<file path="src/rtl/spi_reg_ctrl.sv">
// spi_reg_ctrl: command sequencer between a byte-level SPI slave shifter
// and a small register bank.
//
// Each chip-select frame starts with a command byte (bit 7 = read flag,
// low ADDR_W bits = start address), followed by data bytes. Write bytes
// commit one register each. Read data is fetched and handed to the shifter
// before the next byte shifts out. The address auto-increments when
// AUTO_INC is set.
//
// Ports:
//   clk, rst_n     system clock, asynchronous active-low reset
//   frame_active   synchronised chip-select level (1 = frame open)
//   rx_valid       1-cycle strobe, rx_byte holds a complete MOSI byte
//   rx_byte        received byte
//   tx_byte        byte for the shifter to send next
//   tx_load        1-cycle strobe, shifter latches tx_byte
//   reg_addr       register address
//   reg_wr_en      1-cycle write strobe, reg_wdata is the write data
//   reg_wdata      write data (0 when no write is in progress)
//   reg_rd_en      1-cycle read strobe, reg_rdata is valid one cycle later
//   reg_rdata      read data from the bank
//   err_ovr        sticky: a byte arrived while a read fetch was pending
//   byte_cnt       data bytes handled in this frame, saturating at 8'hFF
module spi_reg_ctrl #(
  parameter int         ADDR_W    = 4,
  parameter logic [7:0] SYNC_BYTE = 8'hA5,
  parameter int         AUTO_INC  = 1
) (
  input  logic              clk,
  input  logic              rst_n,
  input  logic              frame_active,
  input  logic              rx_valid,
  input  logic [7:0]        rx_byte,
  output logic [7:0]        tx_byte,
  output logic              tx_load,
  output logic [ADDR_W-1:0] reg_addr,
  output logic              reg_wr_en,
  output logic [7:0]        reg_wdata,
  output logic              reg_rd_en,
  input  logic [7:0]        reg_rdata,
  output logic              err_ovr,
  output logic [7:0]        byte_cnt
);

  typedef enum logic [2:0] {
    IDLE,
    CMD,
    WR,
    RD_FETCH,
    RD_LOAD,
    RD
  } state_t;

  localparam logic [ADDR_W-1:0] ADDR_STEP = (AUTO_INC != 0) ? ADDR_W'(1) : '0;

  state_t            state_reg, state_next;
  logic              fa_reg;
  logic [ADDR_W-1:0] addr_reg, addr_next;
  logic [7:0]        cnt_reg, cnt_next;
  logic              err_reg, err_next;
  logic [7:0]        tx_hold_reg;
  logic [7:0]        tx_val;
  logic              load;
  logic              wr;
  logic              rd;

  // fa_reg resets to 1 so that a frame already open when reset releases is
  // not joined half-way; only a clean 0->1 edge starts a frame.
  always_ff @(posedge clk or negedge rst_n) begin
    if (!rst_n) begin
      state_reg   <= IDLE;
      fa_reg      <= 1'b1;
      addr_reg    <= '0;
      cnt_reg     <= 8'h00;
      err_reg     <= 1'b0;
      tx_hold_reg <= SYNC_BYTE;
    end else begin
      state_reg <= state_next;
      fa_reg    <= frame_active;
      addr_reg  <= addr_next;
      cnt_reg   <= cnt_next;
      err_reg   <= err_next;
      if (load) begin
        tx_hold_reg <= tx_val;
      end
    end
  end

  always_comb begin
    state_next = state_reg;
    addr_next  = addr_reg;
    cnt_next   = cnt_reg;
    err_next   = err_reg;
    tx_val     = tx_hold_reg;
    load       = 1'b0;
    wr         = 1'b0;
    rd         = 1'b0;

    case (state_reg)
      IDLE: begin
        if (frame_active && !fa_reg) begin
          load       = 1'b1;
          tx_val     = SYNC_BYTE;
          err_next   = 1'b0;
          cnt_next   = 8'h00;
          state_next = CMD;
        end
      end
      CMD: begin
        if (rx_valid) begin
          addr_next  = rx_byte[ADDR_W-1:0];
          state_next = rx_byte[7] ? RD_FETCH : WR;
        end
      end
      WR: begin
        if (rx_valid) begin
          wr        = 1'b1;
          load      = 1'b1;
          tx_val    = rx_byte;
          addr_next = addr_reg + ADDR_STEP;
          cnt_next  = (cnt_reg == 8'hFF) ? cnt_reg : cnt_reg + 8'd1;
        end
      end
      RD_FETCH: begin
        rd         = 1'b1;
        state_next = RD_LOAD;
        if (rx_valid) begin
          err_next = 1'b1;
        end
      end
      RD_LOAD: begin
        load       = 1'b1;
        tx_val     = reg_rdata;
        addr_next  = addr_reg + ADDR_STEP;
        state_next = RD;
        if (rx_valid) begin
          err_next = 1'b1;
        end
      end
      RD: begin
        if (rx_valid) begin
          cnt_next   = (cnt_reg == 8'hFF) ? cnt_reg : cnt_reg + 8'd1;
          state_next = RD_FETCH;
        end
      end
      default: state_next = IDLE;
    endcase

    // Chip-select low closes the frame: this cycle's work (including a byte
    // arriving right now) still completes, but no new step is started.
    if (state_reg != IDLE && !frame_active) begin
      state_next = IDLE;
    end
  end

  assign tx_byte   = tx_val;
  assign tx_load   = load;
  assign reg_addr  = addr_reg;
  assign reg_wr_en = wr;
  assign reg_wdata = wr ? rx_byte : 8'h00;
  assign reg_rd_en = rd;
  assign err_ovr   = err_reg;
  assign byte_cnt  = cnt_reg;

endmodule

</file>
<file path="config.mk">
export PLATFORM = sky130hd
export DESIGN_NAME = spi_reg_ctrl
export DESIGN_NICKNAME = d
export VERILOG_FILES = /design/src/rtl/spi_reg_ctrl.sv
export SDC_FILE = /design/constraint.sdc
export NUM_CORES = 1
export LEC_CHECK = 0
export CELL_PAD_IN_SITES_DETAIL_PLACEMENT = 0
export CELL_PAD_IN_SITES_GLOBAL_PLACEMENT = 2
export CORE_UTILIZATION = 27
export CTS_BUF_LIST = sky130_fd_sc_hd__clkbuf_8 sky130_fd_sc_hd__clkbuf_16
export DETAILED_ROUTE_END_ITERATION = 10
export GPL_TIMING_DRIVEN = 0
export HOLD_SLACK_MARGIN = 0.08
export PLACE_DENSITY_LB_ADDON = 0.3
export SLEW_MARGIN = 10
export SYNTH_ARGS = -nofsm -noshare
export SYNTH_HDL_FRONTEND = slang
export SYNTH_SLANG_ARGS = --single-unit
</file>
<file path="constraint.sdc">
create_clock -name clk -period 2 [get_ports clk]
set_input_delay 0.3 -clock clk [delete_from_list [all_inputs] [get_ports clk]]
set_output_delay 0.3 -clock clk [all_outputs]
set_load 0.02 [all_outputs]
</file>
==> results.md, run 1 <==
- Drt first pass iters: 4
- Die Wd: 77.7 um
- Antenna violations before repair: 0
- Detail Route Antenna Nets: 0
- Post-Synthesis Cells: 158
- Skew final: 0.00991 ns
- Drt total wl: 4.49 mm
- VDD IR-drop max: 338 uV
- Pwr Density: 693 nW/um^2
- Remaining Overflow, GRT: 0
- Total core area: 5510 um^2
- Final net count: 254
- Pwr Total: 1.65 mW
- Clock sinks: 25
- Clock buffer depth: 2
- Clock period minus final worst setup slack: 2.08 ns
- Crit path max fanout: 5
- Via Count: 1,526
- Global-route wire length before repair: 7.50 mm
- Commonest cells in the netlist: 20 x dfrtp_1, 14 x a21oi_1, 10 x nor2_1
- Measured slew at the worst slew-check pin: 0.614 ns
- Synth Net Count: 180
- Number of global-route vias before repair: 1,519
- Switching share of total power: 35.1%
- Worst setup margin: -0.0831 ns
- Internal power: 1.07 mW
- CP arrival: 1.78 ns
- Status: complete, but fails checks
- Multi-input logic area: 915 um^2
- Dominant cells by area after synthesis: dfrtp_1 32%, dfstp_2 8.5%, a221o_1 5.2%, a21oi_1 4.5%, o21bai_1 3.9%
- Mean routed wirelength per cell: 14.8 um
- CTS tree: yes
- Comb pwr share: 39.5%
- Fill cells: 527
- Io pins: 52
- CP required: 1.70 ns
- HP Class: in -> reg
- Post-Place Worst Slack: -0.831 ns
- Mean area per synthesized cell: 9.80 um^2
- # setup viols final: 7
- PortBufs: 51
- Most numerous cell in the Yosys netlist: dfrtp_1
- Initial core utilization: 28.1%
- Clock-pin slew on the worst setup and hold paths: 0.09 ns
- Failing checks: negative setup slack
- Area grow syn2layout: 54.0%
- Switching pwr: 579 uW
- Vias per cell: 5.04
- Synth async-reset ratio: 100%
- Tot GR Track Use: 15.7%
- Sequential Power Share: 41.0%
- Post-synthesis sequential area ratio: 40.8%
- Detailed Place HPWL: 3.08 mm
- Pleak: 1.06 nW
- CTS Buf Count: 3
- Critical path capture point type: output pin
- Clock Power Share: 19.5%
- Yosys cell types: 43
- Register area: 634 um^2
- Max Freq: 0.480 GHz
- Site Rows: 27
- Die area: 6040 um^2
- Crit share post-route: 104%
- Mapped cell area: 1550 um^2
- CTS root buf: clkbuf_8
- Origin of the critical flop-to-flop path: state_reg[1]
- Yosys warnings: 0
- Critical path class: reg -> out
- DIE HEIGHT: 77.7 um
- CP startpoint kind: flip-flop
- Worst-Skew Late Latency: 0.28 ns
- Largest net degree at the start of global routing: 26
- Predominant post-synthesis flop cell: dfrtp_1
- Hold_sp: frame_active
- Drc violations: 0
- Ant diodes: 0
- Max-Cap Viols: 0
- Iteration-0 DRC Markers: 86
- Max-slew violation count: 0
- GPL Wtd Cong: 0.768
- H-tree depth: 1
- CP startpoint: state_reg[2]
- Ratio of cells with drive above 1 in the final layout: 35.1%
- Synth Register Bits: 25
- Post-synth EDFFs: 0
- Worst slew margin: 59.1%
- Area share of the largest cell type after synthesis: 32.3%
- Biggest area consumer among synthesized cells: dfrtp_1
- Final Hold Fails: 0
- RSZ-0062 raised after global routing: yes
## cell usage in the layout, fill, tap and decap left out, types with 4 or more instances in the layout
cell             count
buf_4               22
dlygate4sd2_1        5
nor2_2               5
clkdlybuf4s50_1     29
inv_1                8
nor2_1               6
nand2_1              7
a221o_1              8
o21ai_0              8
o21bai_1             8
nor3b_1              4
dfrtp_1             18
dfstp_2              5
mux2i_1              4
buf_2                8
buf_6                8
nand3_1              4
a21oi_2              5
and2_4               7
a21oi_1              9
## timing repair
action,CTS,global route
hold buffers,0,1
pin swaps,6,5
buffers inserted,13,4
resized for setup,78,37
hold endpoints to repair,0,20
setup endpoints to repair,19,16
## area by class of cell
cell class / count / share of cell area [%]
Buffer: 6 / 2.47
Timing Repair Buffer: 69 / 25.2
Inverter: 9 / 1.63
Multi-Input combinational cell: 118 / 38.4
Clock inverter: 1 / 0.210
Sequential cell: 25 / 26.6
Clock buffer: 3 / 1.73
Tap cell: 72 / 3.78
## stage by stage
| stage | hold WS, ns | instances | area [um^2] | setup TNS (ns) | utilization [%] |
|---|---|---|---|---|---|
| floorplan | 0.00441 | 158 | 1550 | 0 | - |
| global placement | 0.497 | 281 | 2150 | -12.17 | 39.0 |
| detailed placement | 0.503 | 281 | 2150 | -12.96 | 39.0 |
| CTS | 0.334 | 298 | 2310 | -0.377 | 42.0 |
| global route | 0.357 | 303 | 2380 | -0.790 | 43.3 |
| finish | 0.369 | 303 | 2380 | -0.221 | 43.3 |
## power groups by stage
stage	logic, mW	registers [mW]	clock network, mW
3_5_place_dp	0.612	0.686	0
5_1_grt	0.708	0.691	0.353
6_report	0.652	0.677	0.322
4_1_cts	0.627	0.677	0.329
2_1_floorplan	0.280	0.726	0
3_3_place_gp	0.600	0.682	0
## path summary, 6_finish.rpt
kind | to | slack (ns) | cells after the start
min in group asynchronous | byte_cnt[3] | 0.55 | 2
hold / removal | fa_reg | 0.37 | 1
hold reg to reg | tx_hold_reg[3] | 0.53 | 1
max in group asynchronous | state_reg[0] | 1.02 | 2
setup / recovery | tx_byte[4] | -0.08 | 7
setup reg to reg | reg_addr[2] | 0.19 | 5
## worst max-delay path, cell delays in order (launching register included)
cell	delay [ns]
dfrtp_1	0.41
buf_6	0.13
clkinv_4	0.05
and3_4	0.19
o21bai_4	0.11
buf_6	0.13
a221o_1	0.35
buf_6	0.14
## per-layer routing
| layer | global-route usage, % | part of all wire, % | vias up |
|---|---|---|---|
| li1 | - | - | 738 |
| met1 | 20.8 | 45 | 743 |
| met5 | 0 | 0 | - |
| met2 | 26.6 | 50 | 40 |
| met4 | 4.53 | 1.2 | 0 |
| met3 | 2.12 | 3.9 | 5 |
## cell families (layout without fill, tap and decap cells)
group,Yosys count,after routing,synth area share [%]
buf+inv,15,88,4.85
compound gates,58,58,27.6
mux,6,6,4.04
flops,25,25,40.8
fa+ha+maj,2,2,1.62
simple gates,52,52,21.0
(Power assumes the default switching activity.)
==> inputs of run 2 (changes only) <==
Settings changed: GPL_ROUTABILITY_DRIVEN set to 1, PLACE_DENSITY set to 0.88, PLACE_DENSITY_LB_ADDON 0.3 to unset.
==> run 2 against run 1 <==
Net effect: die area unchanged; critical path type unchanged; clock-buffer cell count is the same; highest routed layer unchanged; sequential share of layout area is 0.50 points higher; register-to-register slack improved by 0.03 ns; the flow still finishes with violations (negative setup slack); non-clock buffer count decreased by 3.
==> results.md, run 2 (same netlist as run 1, synthesis figures left out) <==
- Status: complete, but fails checks
- Failing checks: negative setup slack
- CP startpoint kind: flip-flop
- Clock-pin slew on the worst setup and hold paths: 0.09 ns
- Total core area: 5510 um^2
- Remaining Overflow, GRT: 0
- Largest net degree at the start of global routing: 26
- Drt first pass iters: 5
- Io pins: 52
- Finished Layout Cells: 300
- Sequential Power Share: 41.8%
- Antenna violations before repair: 0
- Site Rows: 27
- Iteration-0 DRC Markers: 90
- Worst slew margin: 61.1%
- Detailed Place HPWL: 2.79 mm
- Final net count: 251
- Area grow syn2layout: 51.2%
- RSZ-0062 raised after global routing: yes
- CP arrival: 1.77 ns
- Drt total wl: 4.03 mm
- Ant diodes: 0
- CP required: 1.70 ns
- Max-Cap Viols: 0
- Internal power: 1.06 mW
- Critical path class: reg -> out
- VDD IR-drop max: 373 uV
- Number of global-route vias before repair: 1,451
- Die area: 6040 um^2
- Core Util, Final: 42.5%
- Setup_tns: -0.321 ns
- DP Area: 2150 um^2
- Pwr Total: 1.61 mW
- PortBufs: 51
- Comb pwr share: 39.7%
- Tot GR Track Use: 14.3%
- Clock Power Share: 18.5%
- Vias per cell: 4.99
- Skew final: 0.00197 ns
- Pleak: 1.04 nW
- Clock sinks: 25
- Measured slew at the worst slew-check pin: 0.583 ns
- Leading cell type in the layout, fill and taps excluded: clkdlybuf4s50_1
- Crit path max fanout: 6
- Switching share of total power: 34.2%
- CTS root buf: clkbuf_8
- Critical path capture point type: output pin
- Worst setup margin: -0.0726 ns
- Initial core utilization: 28.1%
- CTS tree: yes
- Clock period minus final worst setup slack: 2.07 ns
- Worst-Skew Late Latency: 0.27 ns
- Detail Route Antenna Nets: 0
- GPL Wtd Cong: 0.728
- Final Hold Fails: 0
- Max-slew violation count: 0
- Ratio of cells with drive above 1 in the final layout: 30.7%
- Drc violations: 0
- HP Class: in -> reg
- Max Freq: 0.482 GHz
- Die Wd: 77.7 um
- Clock buffer depth: 2
- DP Cell Count: 281
- Global-route wire length before repair: 6.88 mm
- # setup viols final: 7
- H-tree depth: 1
- Via Count: 1,497
- Pwr Density: 690 nW/um^2
- DIE HEIGHT: 77.7 um
- Most frequent cells in the layout: 29 x clkdlybuf4s50_1, 18 x buf_4, 18 x dfrtp_1
- CTS Buf Count: 3
- Crit share post-route: 104%
- Mean routed wirelength per cell: 13.4 um
- Final Cell Area: 2340 um^2
- Switching pwr: 552 uW
-- run 2: timing repair --
action	in CTS	in global routing
setup buffers	10	4
endpoints found under the hold margin	0	20
pin swaps	2	11
endpoints found under the setup margin	19	16
hold buffers	0	1
gates resized for setup	80	25
-- run 2: power by group through the flow --
stage          Sequential, mW  Clock [mW]  Combinational [mW]
3_5_place_dp            0.685           0               0.604
4_1_cts                 0.675       0.314               0.616
6_report                0.675       0.299               0.640
2_1_floorplan           0.726           0               0.280
5_1_grt                 0.694       0.336               0.698
3_3_place_gp            0.685           0               0.596
-- run 2: final timing paths --
path	cells after the start	slack, ns	end	start
setup reg to reg	5	0.22	reg_addr[2]	state_reg[1]
hold reg to reg	1	0.52	tx_hold_reg[3]	tx_hold_reg[3]
max in group asynchronous	2	1.02	state_reg[1]	rst_n
min in group asynchronous	2	0.57	err_ovr	rst_n
hold / removal	1	0.35	fa_reg	frame_active
setup / recovery	7	-0.07	tx_byte[6]	state_reg[2]
-- run 2: cell type report --
| cell class | instances | area, um^2 |
|---|---|---|
| plain buffers | 6 | 55.1 |
| fillers | 557 | 3170 |
| inverters | 9 | 41.3 |
| flip-flops and latches | 25 | 634 |
| clock inverters | 1 | 3.75 |
| multi-input cells | 118 | 901 |
| well taps | 72 | 90.1 |
| repair buffers | 66 | 573 |
| clock buffers | 3 | 41.3 |
-- run 2: layer usage --
| metal | track usage [%] | part of all wire [%] | vias to the layer above |
|---|---|---|---|
| met3 | 3.18 | 5.4 | 4 |
| met4 | 2.83 | 0.57 | 0 |
| met2 | 24.3 | 47 | 43 |
| li1 | - | - | 732 |
| met5 | 0 | 0 | - |
| met1 | 18.5 | 47 | 718 |
-- run 2: critical path, cell delays in order (launching register included) --
cell	delay [ns]
dfrtp_1	0.41
buf_6	0.15
inv_8	0.06
and3_4	0.19
o21bai_4	0.09
buf_6	0.14
a221o_1	0.32
buf_6	0.14
-- run 2: metrics by stage --
| step | hold slack [ns] | worst slack, ns |
|---|---|---|
| floorplan | 0.00441 | 0.166 |
| global placement | 0.497 | -0.775 |
| detailed placement | 0.504 | -0.809 |
| CTS | 0.332 | -0.128 |
| global route | 0.350 | -0.154 |
| finish | 0.350 | -0.0726 |
